### config.mk
export PLATFORM = sky130hd
export DESIGN_NAME = mdu_iter
export DESIGN_NICKNAME = d
export VERILOG_FILES = /design/src/rtl/mdu_pkg.sv /design/src/rtl/mdu_divstep.sv /design/src/rtl/mdu_iter.sv
export SDC_FILE = /design/constraint.sdc
export NUM_CORES = 1
export LEC_CHECK = 0
export BUFFER_PORTS_ARGS = -buffer_cell sky130_fd_sc_hd__buf_2
export CORE_ASPECT_RATIO = 0.9
export CORE_MARGIN = 8
export CORE_UTILIZATION = 35
export DETAILED_ROUTE_END_ITERATION = 8
export SLEW_MARGIN = 15
export SYNTH_ARGS = -nofsm -noshare
export SYNTH_HDL_FRONTEND = slang
export SYNTH_SLANG_ARGS = --single-unit
### constraint.sdc
create_clock -name clk -period 2.95 [get_ports clk]
set_clock_uncertainty 0.05 [all_clocks]
set_input_delay 0 -clock clk [delete_from_list [all_inputs] [get_ports clk]]
set_output_delay 0 -clock clk [all_outputs]
set_load 0.03 [all_outputs]
### src/rtl/mdu_pkg.sv
// Shared definitions for the iterative RV32M multiply/divide unit:
// funct3 op encodings, FSM state encoding and divide special-case constants.
package mdu_pkg;

   localparam int MDU_XLEN = 32;

   typedef enum logic [2:0] {
      MDU_MUL    = 3'b000,
      MDU_MULH   = 3'b001,
      MDU_MULHSU = 3'b010,
      MDU_MULHU  = 3'b011,
      MDU_DIV    = 3'b100,
      MDU_DIVU   = 3'b101,
      MDU_REM    = 3'b110,
      MDU_REMU   = 3'b111
   } mdu_op_e;

   typedef enum logic [1:0] {
      ST_IDLE = 2'd0,
      ST_CALC = 2'd1,
      ST_FIX  = 2'd2,
      ST_DONE = 2'd3
   } mdu_state_e;

   localparam logic [31:0] DIV_ZERO_Q = 32'hFFFF_FFFF;
   localparam logic [31:0] INT_MIN    = 32'h8000_0000;

endpackage

### src/rtl/mdu_divstep.sv
// One restoring-division step: trial-subtract the divisor from the shifted
// partial remainder and keep the difference only when it does not borrow.
module mdu_divstep
   import mdu_pkg::*;
#(
   parameter int W = MDU_XLEN
) (
   input  logic [W:0]   i_prem,
   input  logic [W-1:0] i_div,
   output logic [W-1:0] o_rem,
   output logic         o_qbit
);

   logic [W:0] w_diff;

   // i_prem < 2*i_div always holds, so a set top bit means the subtract borrowed.
   assign w_diff = i_prem - {1'b0, i_div};
   assign o_qbit = ~w_diff[W];
   assign o_rem  = o_qbit ? w_diff[W-1:0] : i_prem[W-1:0];

endmodule

### src/rtl/mdu_iter.sv
// Iterative RV32M multiply/divide unit: radix-2 shift-add multiply and
// restoring divide on operand magnitudes, with sign correction in FIX.
module mdu_iter
   import mdu_pkg::*;
#(
   parameter int XLEN = 32
) (
   input  logic            clk,
   input  logic            rst_n,
   input  logic            start,
   input  logic            flush,
   input  logic [2:0]      op,
   input  logic [XLEN-1:0] a,
   input  logic [XLEN-1:0] b,
   output logic            busy,
   output logic            done,
   output logic [XLEN-1:0] result,
   output logic [1:0]      o_dbg_state
);

   // Handshake: start is accepted on a rising edge only in IDLE or DONE (and
   // not under flush); busy stays high until the result is registered, then
   // done pulses for one cycle and result holds until the next accept.

   mdu_state_e          r_state, w_next_state;
   mdu_op_e             r_op, w_op;
   logic [XLEN-1:0]     r_opnd;
   logic [2*XLEN-1:0]   r_acc;
   logic [4:0]          r_cnt;
   logic                r_neg, r_neg_rem;
   logic [XLEN-1:0]     r_result;

   logic                w_accept, w_a_signed, w_b_signed, w_sign_a, w_sign_b;
   logic [XLEN-1:0]     w_a_mag, w_b_mag;
   logic                w_special;
   logic [XLEN-1:0]     w_special_res;
   logic [XLEN:0]       w_mul_sum;
   logic [2*XLEN-1:0]   w_mul_next, w_div_next, w_prod_fix;
   logic [XLEN-1:0]     w_div_rem, w_quo_fix, w_rem_fix;
   logic                w_div_qbit;
   logic [XLEN-1:0]     w_fix_res;

   assign w_op     = mdu_op_e'(op);
   assign w_accept = start & ~flush & ((r_state == ST_IDLE) | (r_state == ST_DONE));

   always_comb begin
      w_a_signed = 1'b0;
      w_b_signed = 1'b0;
      case (w_op)
         MDU_MUL, MDU_MULH, MDU_DIV, MDU_REM: begin
            w_a_signed = 1'b1;
            w_b_signed = 1'b1;
         end
         MDU_MULHSU: w_a_signed = 1'b1;
         default: ;
      endcase
   end

   assign w_sign_a = w_a_signed & a[XLEN-1];
   assign w_sign_b = w_b_signed & b[XLEN-1];
   assign w_a_mag  = w_sign_a ? (~a + 1'b1) : a;
   assign w_b_mag  = w_sign_b ? (~b + 1'b1) : b;

   // op[1] selects remainder, op[0] selects unsigned within the divide group.
   always_comb begin
      w_special     = 1'b0;
      w_special_res = '0;
      if (w_op[2]) begin
         if (b == '0) begin
            w_special     = 1'b1;
            w_special_res = w_op[1] ? a : DIV_ZERO_Q;
         end else if (!w_op[0] && (a == INT_MIN) && (b == '1)) begin
            w_special     = 1'b1;
            w_special_res = w_op[1] ? '0 : INT_MIN;
         end
      end
   end

   // Multiply: low half holds the multiplier, shifted out as the product grows.
   assign w_mul_sum  = {1'b0, r_acc[2*XLEN-1:XLEN]} + (r_acc[0] ? {1'b0, r_opnd} : '0);
   assign w_mul_next = {w_mul_sum, r_acc[XLEN-1:1]};

   // Divide: {remainder, dividend/quotient} shifts left one bit per step.
   mdu_divstep #(.W(XLEN)) u_divstep (
      .i_prem (r_acc[2*XLEN-1:XLEN-1]),
      .i_div  (r_opnd),
      .o_rem  (w_div_rem),
      .o_qbit (w_div_qbit)
   );
   assign w_div_next = {w_div_rem, r_acc[XLEN-2:0], w_div_qbit};

   assign w_prod_fix = r_neg     ? (~r_acc + 1'b1) : r_acc;
   assign w_quo_fix  = r_neg     ? (~r_acc[XLEN-1:0] + 1'b1) : r_acc[XLEN-1:0];
   assign w_rem_fix  = r_neg_rem ? (~r_acc[2*XLEN-1:XLEN] + 1'b1) : r_acc[2*XLEN-1:XLEN];

   always_comb begin
      w_fix_res = '0;
      case (r_op)
         MDU_MUL:                        w_fix_res = w_prod_fix[XLEN-1:0];
         MDU_MULH, MDU_MULHSU, MDU_MULHU: w_fix_res = w_prod_fix[2*XLEN-1:XLEN];
         MDU_DIV, MDU_DIVU:              w_fix_res = w_quo_fix;
         MDU_REM, MDU_REMU:              w_fix_res = w_rem_fix;
         default:                        w_fix_res = '0;
      endcase
   end

   always_ff @(posedge clk or negedge rst_n) begin
      if (!rst_n) r_state <= ST_IDLE;
      else        r_state <= w_next_state;
   end

   always_comb begin
      w_next_state = r_state;
      if (flush) begin
         w_next_state = ST_IDLE;
      end else begin
         case (r_state)
            ST_IDLE: if (start) w_next_state = w_special ? ST_DONE : ST_CALC;
            ST_CALC: if (r_cnt == 5'd31) w_next_state = ST_FIX;
            ST_FIX:  w_next_state = ST_DONE;
            ST_DONE: begin
               if (start) w_next_state = w_special ? ST_DONE : ST_CALC;
               else       w_next_state = ST_IDLE;
            end
            default: w_next_state = ST_IDLE;
         endcase
      end
   end

   always_ff @(posedge clk or negedge rst_n) begin
      if (!rst_n) begin
         r_op      <= MDU_MUL;
         r_opnd    <= '0;
         r_acc     <= '0;
         r_cnt     <= '0;
         r_neg     <= 1'b0;
         r_neg_rem <= 1'b0;
         r_result  <= '0;
      end else if (w_accept) begin
         r_op      <= w_op;
         r_cnt     <= '0;
         r_neg     <= w_sign_a ^ w_sign_b;
         r_neg_rem <= w_sign_a;
         if (w_special) begin
            r_result <= w_special_res;
         end else if (w_op[2]) begin
            r_acc  <= {{XLEN{1'b0}}, w_a_mag};
            r_opnd <= w_b_mag;
         end else begin
            r_acc  <= {{XLEN{1'b0}}, w_b_mag};
            r_opnd <= w_a_mag;
         end
      end else if (!flush && (r_state == ST_CALC)) begin
         r_acc <= r_op[2] ? w_div_next : w_mul_next;
         r_cnt <= r_cnt + 5'd1;
      end else if (!flush && (r_state == ST_FIX)) begin
         r_result <= w_fix_res;
      end
   end

   assign busy        = (r_state == ST_CALC) | (r_state == ST_FIX);
   assign done        = (r_state == ST_DONE);
   assign result      = r_result;
   assign o_dbg_state = r_state;

endmodule

==> run summary <==
status: complete, but fails checks
violated checks: setup timing
period utilization: 1.06
Fmax: 0.321 GHz
Seq/Total Area, Yosys: 0.236
highest metal used: met5
antenna diode count: 0
Worst slew margin: 0.267
worst reg-to-reg setup slack: -0.17 ns
Syn Inst Count: 2015
Worst path slowest cell: dfrtp_1
H-Tree Level Count: 4
Rows: 71
maximum VDD drop: 686 uV
Synth Flop Type: dfrtp_1
Slew Limit Fails: 0
number of global-route vias before repair: 16600
Sink Count: 140
share of the synthesized area in the top cell type: 0.236
Clock Root Buffer: clkbuf_16
Worst Tran Pin Value: 1.09 ns
main combinational cell family by area after synthesis: compound AO/OA/AOI/OAI gates
CP max stage delay: 0.39 ns
critical path, cell by cell: inv_2 > buf_6 > ha_4 > o21a_1 > o2111ai_2 > a311oi_4 > o2111a_2 > o21ai_4 > a21o_1 > buf_6 > nand2_8 > buf_12 > buf_12 > o311a_1 > o31ai_2
CTS clock-pin slew for the worst setup and hold paths: 0.07 ns
ratio of cells with drive above 1 in the final layout: 0.337
clock tree buffer depth: 2
Synth Warn #: 0
mux contribution to synthesized area: 0.0406
Synth Area in XOR/XNOR: 0.111
Synth cell types: 86
CP Launch Type: flip-flop
clock share of power: 0.084
IO Pins: 107
global-route wire length before repair: 103 mm
WL/cell: 23.6 um
Final ANT Viol Nets: 0
complex-gate fraction of the synthesized area: 0.281
initial antenna violation count: 4
Pwr Density: 1310 nW/um^2
met3 WL: 6.04 mm
Post-synth EDFFs: 0
die height: 212 um
worst-skew pair later-pin latency: 0.46 ns
WP data required: 3.27 ns
mean post-synth cell area: 7.38 um^2
total number of vias: 17600
grt ovf: 0
CP Buf/Inv Count: 5
HP Class: in -> reg
final setup vio count: 35
Int Pwr: 13.9 mW
Final #Nets: 2596
Placement Cell Area: 18600 um^2
cts bufs inserted: 17
switching power: 14.0 mW
crit path time final: 3.12 ns
Die W: 233 um
synth cell count leaders: nor2_1, a21oi_1, nand2_1
Area contributors post-synth: dfrtp_1, a21oi_1, ha_1, o21ai_0, xnor2_1
ys async rst share: 1.00
DP Wirelength: 55.3 mm
Synth Register Bits: 140
Sw Share: 0.503
aggregate routed wire length: 70.9 mm
max_cap viols: 0
full die area: 49300 um^2
CP Capture Type: flip-flop
initial detailed-routing violation count: 2053
Core ar.: 41800 um^2
Comb pwr share: 0.785
Critical Path Fanout Max: 7
Starting Density: 0.355
routed length on met2: 30.8 mm
IO Port Bufs: 106
crit path DAT: 3.43 ns
adder-cell share of the synthesized area: 0.0658
total power: 27.9 mW
Remaining DRCs: 0
top cell family by delay on the critical path: compound AO/OA/AOI/OAI gates
CTS tree: yes
Layout area overhead: 43.6%
RSZ-0062 raised after global routing: true
pin count of the biggest net entering global routing: 101
1st-pass router iterations: 6
area leader, netlist: dfrtp_1
Lkg Pwr: 9.33 nW
Cell Area, Synth: 14900 um^2
global-route usage over all layers: 0.276
fin worst setup slack: -0.165 ns
Placer Congestion: 1.00
Simple-Gate Fraction of Synth Area: 0.211
Crit Path Class: reg -> reg
Metal-1 WL: 31.7 mm
final hold vios: 0
sequential share of power: 0.130
most common cell in the netlist: nor2_1
Mapped Nets: 2163
final std cell area, no fill: 21300 um^2
via/cell ratio: 5.84
==> layout make-up <==
type	instances	area [um^2]
Clock buffer	21	460
Timing Repair Buffer	550	4260
Inverter	70	270
Tap cell	547	684
Multi-Input combinational cell	1669	12000
Fill cell	4057	20500
Sequential cell	140	3510
Clock inverter	11	158
==> what timing repair did <==
action | in CTS | in global routing
hold buffers | 16 | 0
setup buffers | 22 | 30
cloned | 2 | 0
gates resized for setup | 167 | 201
endpoints found under the setup margin | 60 | 78
pin swaps | 58 | 125
endpoints found under the hold margin | 87 | 0
==> per-layer routing <==
layer  vias up  global-route usage
li1       8162                   -
met1      8468               0.391
met2       804               0.413
met3       132              0.0616
met4         4              0.0815
met5         -                   0
==> worst reg2reg max path: stages (launching register included) <==
cell,delay [ns]
dfrtp_1,0.39
inv_2,0.14
buf_6,0.13
ha_4,0.19
o21a_1,0.21
o2111ai_2,0.27
a311oi_4,0.09
o2111a_2,0.34
o21ai_4,0.19
a21o_1,0.20
buf_6,0.14
nand2_8,0.06
buf_12,0.15
buf_12,0.13
o311a_1,0.30
o31ai_2,0.07
==> path summary, 6_finish.rpt <==
kind,endpoint,from,cells after the start
worst min-delay path,r_opnd[30],b[30],4
max in group asynchronous,r_acc[18],rst_n,3
min in group asynchronous,result[29],rst_n,2
worst min register to register,result[0],result[0],2
worst max register to register,r_acc[61],r_opnd[6],15
worst max-delay path,r_acc[61],r_opnd[6],15
==> sequential cells by signal, summed over array words and instances, names as in the netlist <==
signal / cells
r_op: 3
r_opnd: 32
result: 32
o_dbg_state: 2
r_acc: 64
r_neg_rem: 1
r_neg: 1
r_cnt: 5
==> layout by cell type, fill, tap and decap left out, types with 16 or more instances in the layout <==
cell           count
buf_4            380
nor2_1           219
nand2_1          184
a21oi_1          177
o21ai_0          135
dfrtp_1          131
buf_2            104
xnor2_1           99
xor2_1            80
ha_1              57
inv_1             52
mux2i_1           46
o21ai_1           40
o211ai_1          35
nand3_1           34
buf_6             29
o31ai_1           28
a21oi_2           26
a21o_1            26
nor3_1            24
nand4_1           21
a22oi_1           20
ha_4              18
or3_1             17
o22ai_1           17
clkbuf_16         17
buf_12            17
dlygate4sd3_1     16
==> stage by stage <==
step | util | instances | hold slack, ns | setup TNS [ns] | worst slack [ns]
after floorplan | - | 2015 | -0.346 | -0.00911 | -0.00911
after global routing | 0.510 | 3008 | 0.0346 | -7.25 | -0.273
after CTS | 0.484 | 2984 | 0.00822 | -4.66 | -0.197
after detailed placement | 0.445 | 2912 | 0.0309 | -16.53 | -0.521
after global placement | 0.445 | 2912 | 0.0284 | -14.48 | -0.473
final | 0.510 | 3008 | 0.0157 | -3.10 | -0.165
==> kinds of logic after synthesis <==
group	Yosys count
simple gates	671
fa+ha+maj	77
buf+inv	207
compound gates	672
mux	59
xor+xnor	189
flops	140
==> power groups by stage <==
stage          registers (mW)  logic, mW  clock network, mW
6_report                 3.64       21.9               2.36
5_1_grt                  3.73       23.4               2.46
4_1_cts                  3.54       19.9               2.39
3_5_place_dp             3.52       18.3                  0
3_3_place_gp             3.48       18.2                  0
2_1_floorplan            3.79       10.1                  0
Note: power is estimated with default switching activity, not from simulation.
